[src/rtl/nor_sim_pkg.sv]
// Shared constants and helpers for the clocked gate-bank simulation models.
package nor_sim_pkg;

   localparam int unsigned MAX_DELAY_CYCLES     = 15;
   localparam int unsigned MAX_INPUTS           = 8;

   // Defaults shared by the nor, nand and inverter banks.
   localparam int unsigned DEFAULT_DELAY_CYCLES = 1;
   localparam int unsigned DEFAULT_OSC_LIMIT    = 4;
   localparam logic        DEFAULT_IV_BIT       = 1'b0;

   function automatic int unsigned clog2(input int unsigned v);
      int unsigned r;
      r = 0;
      for (int unsigned i = 0; i < 32; i++) begin
         if ((64'd1 << i) < 64'(v)) r = i + 1;
      end
      return r;
   endfunction

endpackage : nor_sim_pkg

[src/rtl/nor_gate_chan.sv]
// One NOR channel: delay line, settle rule, consecutive-toggle counter and sticky flag.
module nor_gate_chan
   import nor_sim_pkg::*;
#(
   parameter int unsigned INPUTS       = 3,
   parameter int unsigned DELAY_CYCLES = DEFAULT_DELAY_CYCLES,
   parameter logic        IV           = DEFAULT_IV_BIT,
   parameter int unsigned OSC_LIMIT    = DEFAULT_OSC_LIMIT
) (
   input  logic              clk,
   input  logic              rst_n,
   input  logic [INPUTS-1:0] in_i,
   input  logic              settle_en_i,
   input  logic              osc_clr_i,
   output logic              y_o,
   output logic              osc_flag_o
);

   localparam int unsigned CNT_W = clog2(OSC_LIMIT + 1);
   localparam logic [CNT_W-1:0] CNT_LIM = CNT_W'(OSC_LIMIT);

   logic             result_c;
   logic             cand_c;
   logic             y_q, y_d;
   logic             prev_q;
   logic [CNT_W-1:0] cnt_q, cnt_d, cnt_inc_c;
   logic             osc_flag_q, osc_flag_d;
   logic             set_c;

   assign result_c = ~|in_i;

   // d[0] holds the newest result; the oldest stage feeds the y register.
   if (DELAY_CYCLES > 1) begin : g_dly
      logic [DELAY_CYCLES-2:0] d_q;

      always_ff @(posedge clk or negedge rst_n) begin
         if (!rst_n) d_q <= {(DELAY_CYCLES-1){IV}};
         else        d_q <= (DELAY_CYCLES-1)'({d_q, result_c});
      end

      assign cand_c = d_q[DELAY_CYCLES-2];
   end else begin : g_nodly
      assign cand_c = result_c;
   end

   always_comb begin
      y_d        = cand_c;
      cnt_inc_c  = '0;
      cnt_d      = '0;
      osc_flag_d = osc_flag_q;
      set_c      = 1'b0;

      // Settle: refuse an immediate bounce back away from IV.
      if (settle_en_i && (cand_c == prev_q) && (y_q == IV)) y_d = IV;

      if (y_d != y_q) cnt_inc_c = (cnt_q == CNT_LIM) ? cnt_q : cnt_q + CNT_W'(1);
      set_c = (cnt_q != CNT_LIM) && (cnt_inc_c == CNT_LIM);
      cnt_d = cnt_inc_c;

      if (osc_clr_i) begin
         cnt_d      = '0;
         osc_flag_d = 1'b0;
      end
      // A flag being raised outranks a simultaneous clear.
      if (set_c) begin
         cnt_d      = CNT_LIM;
         osc_flag_d = 1'b1;
      end
   end

   always_ff @(posedge clk or negedge rst_n) begin
      if (!rst_n) begin
         y_q        <= IV;
         prev_q     <= IV;
         cnt_q      <= '0;
         osc_flag_q <= 1'b0;
      end else begin
         y_q        <= y_d;
         prev_q     <= y_q;
         cnt_q      <= cnt_d;
         osc_flag_q <= osc_flag_d;
      end
   end

   assign y_o        = y_q;
   assign osc_flag_o = osc_flag_q;

endmodule : nor_gate_chan

[src/rtl/nor_gate_bank.sv]
// Bank of independent clocked NOR gates with per-channel oscillation detection.
module nor_gate_bank
   import nor_sim_pkg::*;
#(
   parameter int unsigned          CHANNELS     = 8,
   parameter int unsigned          INPUTS       = 3,
   parameter int unsigned          DELAY_CYCLES = DEFAULT_DELAY_CYCLES,
   parameter logic [CHANNELS-1:0]  IV           = {CHANNELS{DEFAULT_IV_BIT}},
   parameter int unsigned          OSC_LIMIT    = DEFAULT_OSC_LIMIT
) (
   input  logic                       clk,
   input  logic                       rst,
   input  logic [CHANNELS*INPUTS-1:0] in,
   input  logic                       settle_en,
   input  logic                       osc_clr,
   output logic [CHANNELS-1:0]        y,
   output logic [CHANNELS-1:0]        osc_flag,
   output logic                       any_osc
);

   logic any_osc_q;

   for (genvar c = 0; c < CHANNELS; c++) begin : g_chan
      nor_gate_chan #(
         .INPUTS       (INPUTS),
         .DELAY_CYCLES (DELAY_CYCLES),
         .IV           (IV[c]),
         .OSC_LIMIT    (OSC_LIMIT)
      ) u_chan (
         .clk         (clk),
         .rst_n       (rst),
         .in_i        (in[c*INPUTS +: INPUTS]),
         .settle_en_i (settle_en),
         .osc_clr_i   (osc_clr),
         .y_o         (y[c]),
         .osc_flag_o  (osc_flag[c])
      );
   end

   // Summary flag trails the per-channel flags by one edge.
   always_ff @(posedge clk or negedge rst) begin
      if (!rst) any_osc_q <= 1'b0;
      else      any_osc_q <= |osc_flag;
   end

   assign any_osc = any_osc_q;

endmodule : nor_gate_bank

[config.mk]
export PLATFORM = sky130hd
export DESIGN_NAME = nor_gate_bank
export DESIGN_NICKNAME = d
export VERILOG_FILES = /design/src/rtl/nor_sim_pkg.sv /design/src/rtl/nor_gate_chan.sv /design/src/rtl/nor_gate_bank.sv
export SDC_FILE = /design/constraint.sdc
export NUM_CORES = 1
export LEC_CHECK = 0
export CORE_AREA = 2 2 73 75
export CTS_CLUSTER_SIZE = 20
export DETAILED_ROUTE_END_ITERATION = 10
export DIE_AREA = 0 0 75 77
export DONT_BUFFER_PORTS = 1
export GPL_ROUTABILITY_DRIVEN = 0
export HOLD_SLACK_MARGIN = 0.15
export PLACE_DENSITY = 0.7
export SLEW_MARGIN = 10
export SYNTH_ARGS = -nofsm -noshare
export SYNTH_HDL_FRONTEND = slang
export SYNTH_SLANG_ARGS = --single-unit
[constraint.sdc]
create_clock -name clk -period 1.7 [get_ports clk]
set_input_delay 0.34 -clock clk [delete_from_list [all_inputs] [get_ports clk]]
set_output_delay 0.34 -clock clk [all_outputs]
set_load 0.05 [all_outputs]
==> flow_summary.ini <==
[timing]
post-route-period-util = 0.866
worst-slew-pin-transition_ns = 0.997
setup-tns-final_ns = 0
worst_clock_skew_ns = 0.00551
final_period_minus_worst_setup_slack_ns = 1.47
setup_violations = 0
hold_violations = 0
fmax_ghz = 0.679
maxSlewViolCount = 0
rsz0062_at_grt = false
slew_headroom = 0.335
post-route-worst-setup-slack_ns = 0.228

[global_routing]
grt_pass1_vias = 1714
grt.total_usage = 0.171
grt_overflow = 0
grt_pass1_wl_um = 7620
largest_net_degree_at_the_start_of_global_routing = 50
initial_antenna_violation_count = 0

[route]
vias_per_cell = 5.38
wl_met2_um = 2070
totalWireLength_um = 4280
drt.antenna.violating_nets = 0
top_layer = met4
overall_via_count_from_detail_route = 1711
dr_wl_met3_um = 241
drc_violations = 0
wl_met1_um = 1890
detailedRoute.firstIterationViolations = 104
detailedRoute.firstPassIterationCount = 4
avgRoutedWirePerCell_um = 13.4

[clocking]
cts_root_buf = clkbuf_8
cts_max_path_buffers = 2
cts_buffers = 5
cts_tree = built
ctsHtreeMaxLevel = 2
clock_sinks = 49
post-cts-setup-buffers = 0
clkSlewWorstSetupHoldPaths_ns = 0.08
worstSkewPairLatency_ns = 0.30

[synthesis]
sequential_cell_area_fraction_in_the_yosys_report = 0.455
synth_commonest_cells = 49 x dfrtp_1, 21 x inv_1, 19 x nand2_1, 16 x buf_4, 16 x ha_1
asyncSetResetFlopFracSynth = 1.00
synth-edff-count = 0
syn_area_um2 = 2690
synth-warning-count = 0
synthCells = 248
post-synth-top-area-fraction = 0.455
netlist_top_cells_area = dfrtp_1 46%, ha_1 7.4%, mux2i_1 4.8%
post_synthesis_average_cell_area_um2 = 10.9
netlist.top_cell.by_area = dfrtp_1
synth.distinct_cells = 27
synth_nets = 292
synth_flop_cell = dfrtp_1
synth.most_common_cell = dfrtp_1
ys_seq_elements = 49

[cells_and_area]
finish.net_count = 292
area_growth_pct = 5.67
antenna-diode-count = 0
drive_gt1_frac = 0.137

[critical_path]
cp_cell_sequence = inv_1 > ha_1 > nand3b_1 > a2111oi_2
worstSetupStartpoint = g_chan[4].u_chan.cnt_q[0]$_DFF_PN0_
cp_num_buf_inv = 1
cp_data_required_time_ns = 1.89
cp-end-kind = flop
worst_path_largest_cell_delay_ns = 0.41
worst_r2r_startpoint = g_chan[4].u_chan.cnt_q[0]$_DFF_PN0_
reg2regPathDepth = 4
cp_max_fo = 4
cp_num_cells = 4
critical_path.startpoint_type = flop
critPathSlowestCell = dfrtp_1
path_delay_family = flip-flops
critical_path_class = reg2reg
cp_data_arrival_time_ns = 1.66

[placed_design]
dp.final_hpwl_um = 3090
post-place-ws_ns = 0.250
numPortBuffers = 0

[die]
start_util = 0.541
die-width_um = 75
fp.coreArea_um2 = 4980
design.portCount = 45
height_of_the_die_um = 77
placementRows = 26
fp.dieArea_um2 = 5780

[run_status]
run_status = complete, no violations

[power]
powerDensity_nw_per_um2 = 738
max-vdd-ir-drop_v = 0.000466
clock_power_share = 0.323
switching_power_mw = 0.504
seq_power_share = 0.577
p_leak_nw = 1.18
internal_power_mw = 1.60
swShare = 0.240
p_comb_frac = 0.100

[worst_hold_path]
worst_hold_path_type = in2reg
hold-path-cell-count = 2
hold_path_startpoint = in[2]

[run]
max_cap_viol_count = 0
[cell families after synthesis]
kind of cell | share of synthesized area
AND/OR/NAND/NOR | 0.183
AO/OA/AOI/OAI | 0.116
flip-flops | 0.455
buffers and inverters | 0.0864
adder cells (fa/ha/maj) | 0.0743
XOR/XNOR | 0.0260
multiplexers | 0.0585
[area by class of cell]
| cell class | count | area [µm²] |
|---|---|---|
| Clock buffer | 7 | 86.3 |
| Fill cell | 450 | 2130 |
| Inverter | 21 | 78.8 |
| Multi-Input combinational cell | 157 | 1230 |
| Sequential cell | 49 | 1230 |
| Tap cell | 70 | 87.6 |
| Timing Repair Buffer | 14 | 133 |
[registers in the layout, indices dropped and copies added (netlist names)]
register / flops
g_chan.u_chan.cnt_q: 24
g_chan.u_chan.osc_flag_o: 8
g_chan.u_chan.prev_q: 8
g_chan.u_chan.y_o: 8
any_osc: 1
[routing by layer]
layer	vias up	track usage
met5	-	0
met4	0	0.0589
met3	7	0.0539
met2	35	0.275
met1	824	0.216
li1	845	-
[cell usage in the layout (no fill, tap or decap), types with 2 or more instances in the layout]
| master | count |
|---|---|
| a2111oi_2 | 2 |
| a211oi_1 | 6 |
| a21oi_1 | 10 |
| a21oi_2 | 2 |
| buf_4 | 11 |
| clkbuf_8 | 6 |
| dfrtp_1 | 49 |
| ha_1 | 16 |
| inv_1 | 21 |
| mux2i_1 | 13 |
| mux2i_2 | 2 |
| nand2_1 | 19 |
| nand2b_1 | 8 |
| nand3b_1 | 12 |
| nor2_1 | 8 |
| nor3_1 | 9 |
| nor3_2 | 3 |
| nor3_4 | 5 |
| nor3b_1 | 11 |
| nor4_1 | 2 |
| o21a_1 | 8 |
| o21ai_0 | 5 |
| o41ai_1 | 5 |
| o41ai_2 | 2 |
| xnor2_1 | 8 |
[power groups by stage]
stage | clock, mW | combinational [mW] | sequential (mW)
after floorplan | 0 | 0.162 | 1.23
after global placement | 0 | 0.165 | 1.23
after detailed placement | 0 | 0.167 | 1.24
after CTS | 0.724 | 0.213 | 1.21
after global routing | 0.768 | 0.235 | 1.22
final | 0.679 | 0.209 | 1.21
[worst paths after layout]
path / to / slack (ns)
worst min register to register: g_chan[7].u_chan.prev_q$_DFF_PN0_ / 0.43
worst max register to register: g_chan[4].u_chan.cnt_q[2]$_DFF_PN0_ / 0.23
worst max-delay path: g_chan[4].u_chan.cnt_q[2]$_DFF_PN0_ / 0.23
max in group asynchronous: g_chan[4].u_chan.cnt_q[2]$_DFF_PN0_ / 0.94
worst min-delay path: g_chan[0].u_chan.y_o$_DFF_PN0_ / 0.18
min in group asynchronous: g_chan[6].u_chan.cnt_q[0]$_DFF_PN0_ / 0.53
[per-stage QoR]
step | cell area (µm²) | instances | util | hold slack, ns | total power, mW
final | 2850 | 318 | 0.572 | 0.182 | 2.10
after global routing | 2850 | 318 | 0.572 | 0.164 | 2.22
after CTS | 2840 | 318 | 0.571 | 0.167 | 2.15
after detailed placement | 2710 | 308 | 0.544 | 0.0456 | 1.40
after global placement | 2710 | 308 | 0.544 | 0.0458 | 1.40
after floorplan | 2690 | 248 | - | 0.0444 | 1.40
[repair_timing]
item,CTS,global route
setup endpoints to repair,0,1
hold endpoints to repair,74,0
hold buffers,3,0
resized for setup,0,1
(Power assumes the default switching activity.)
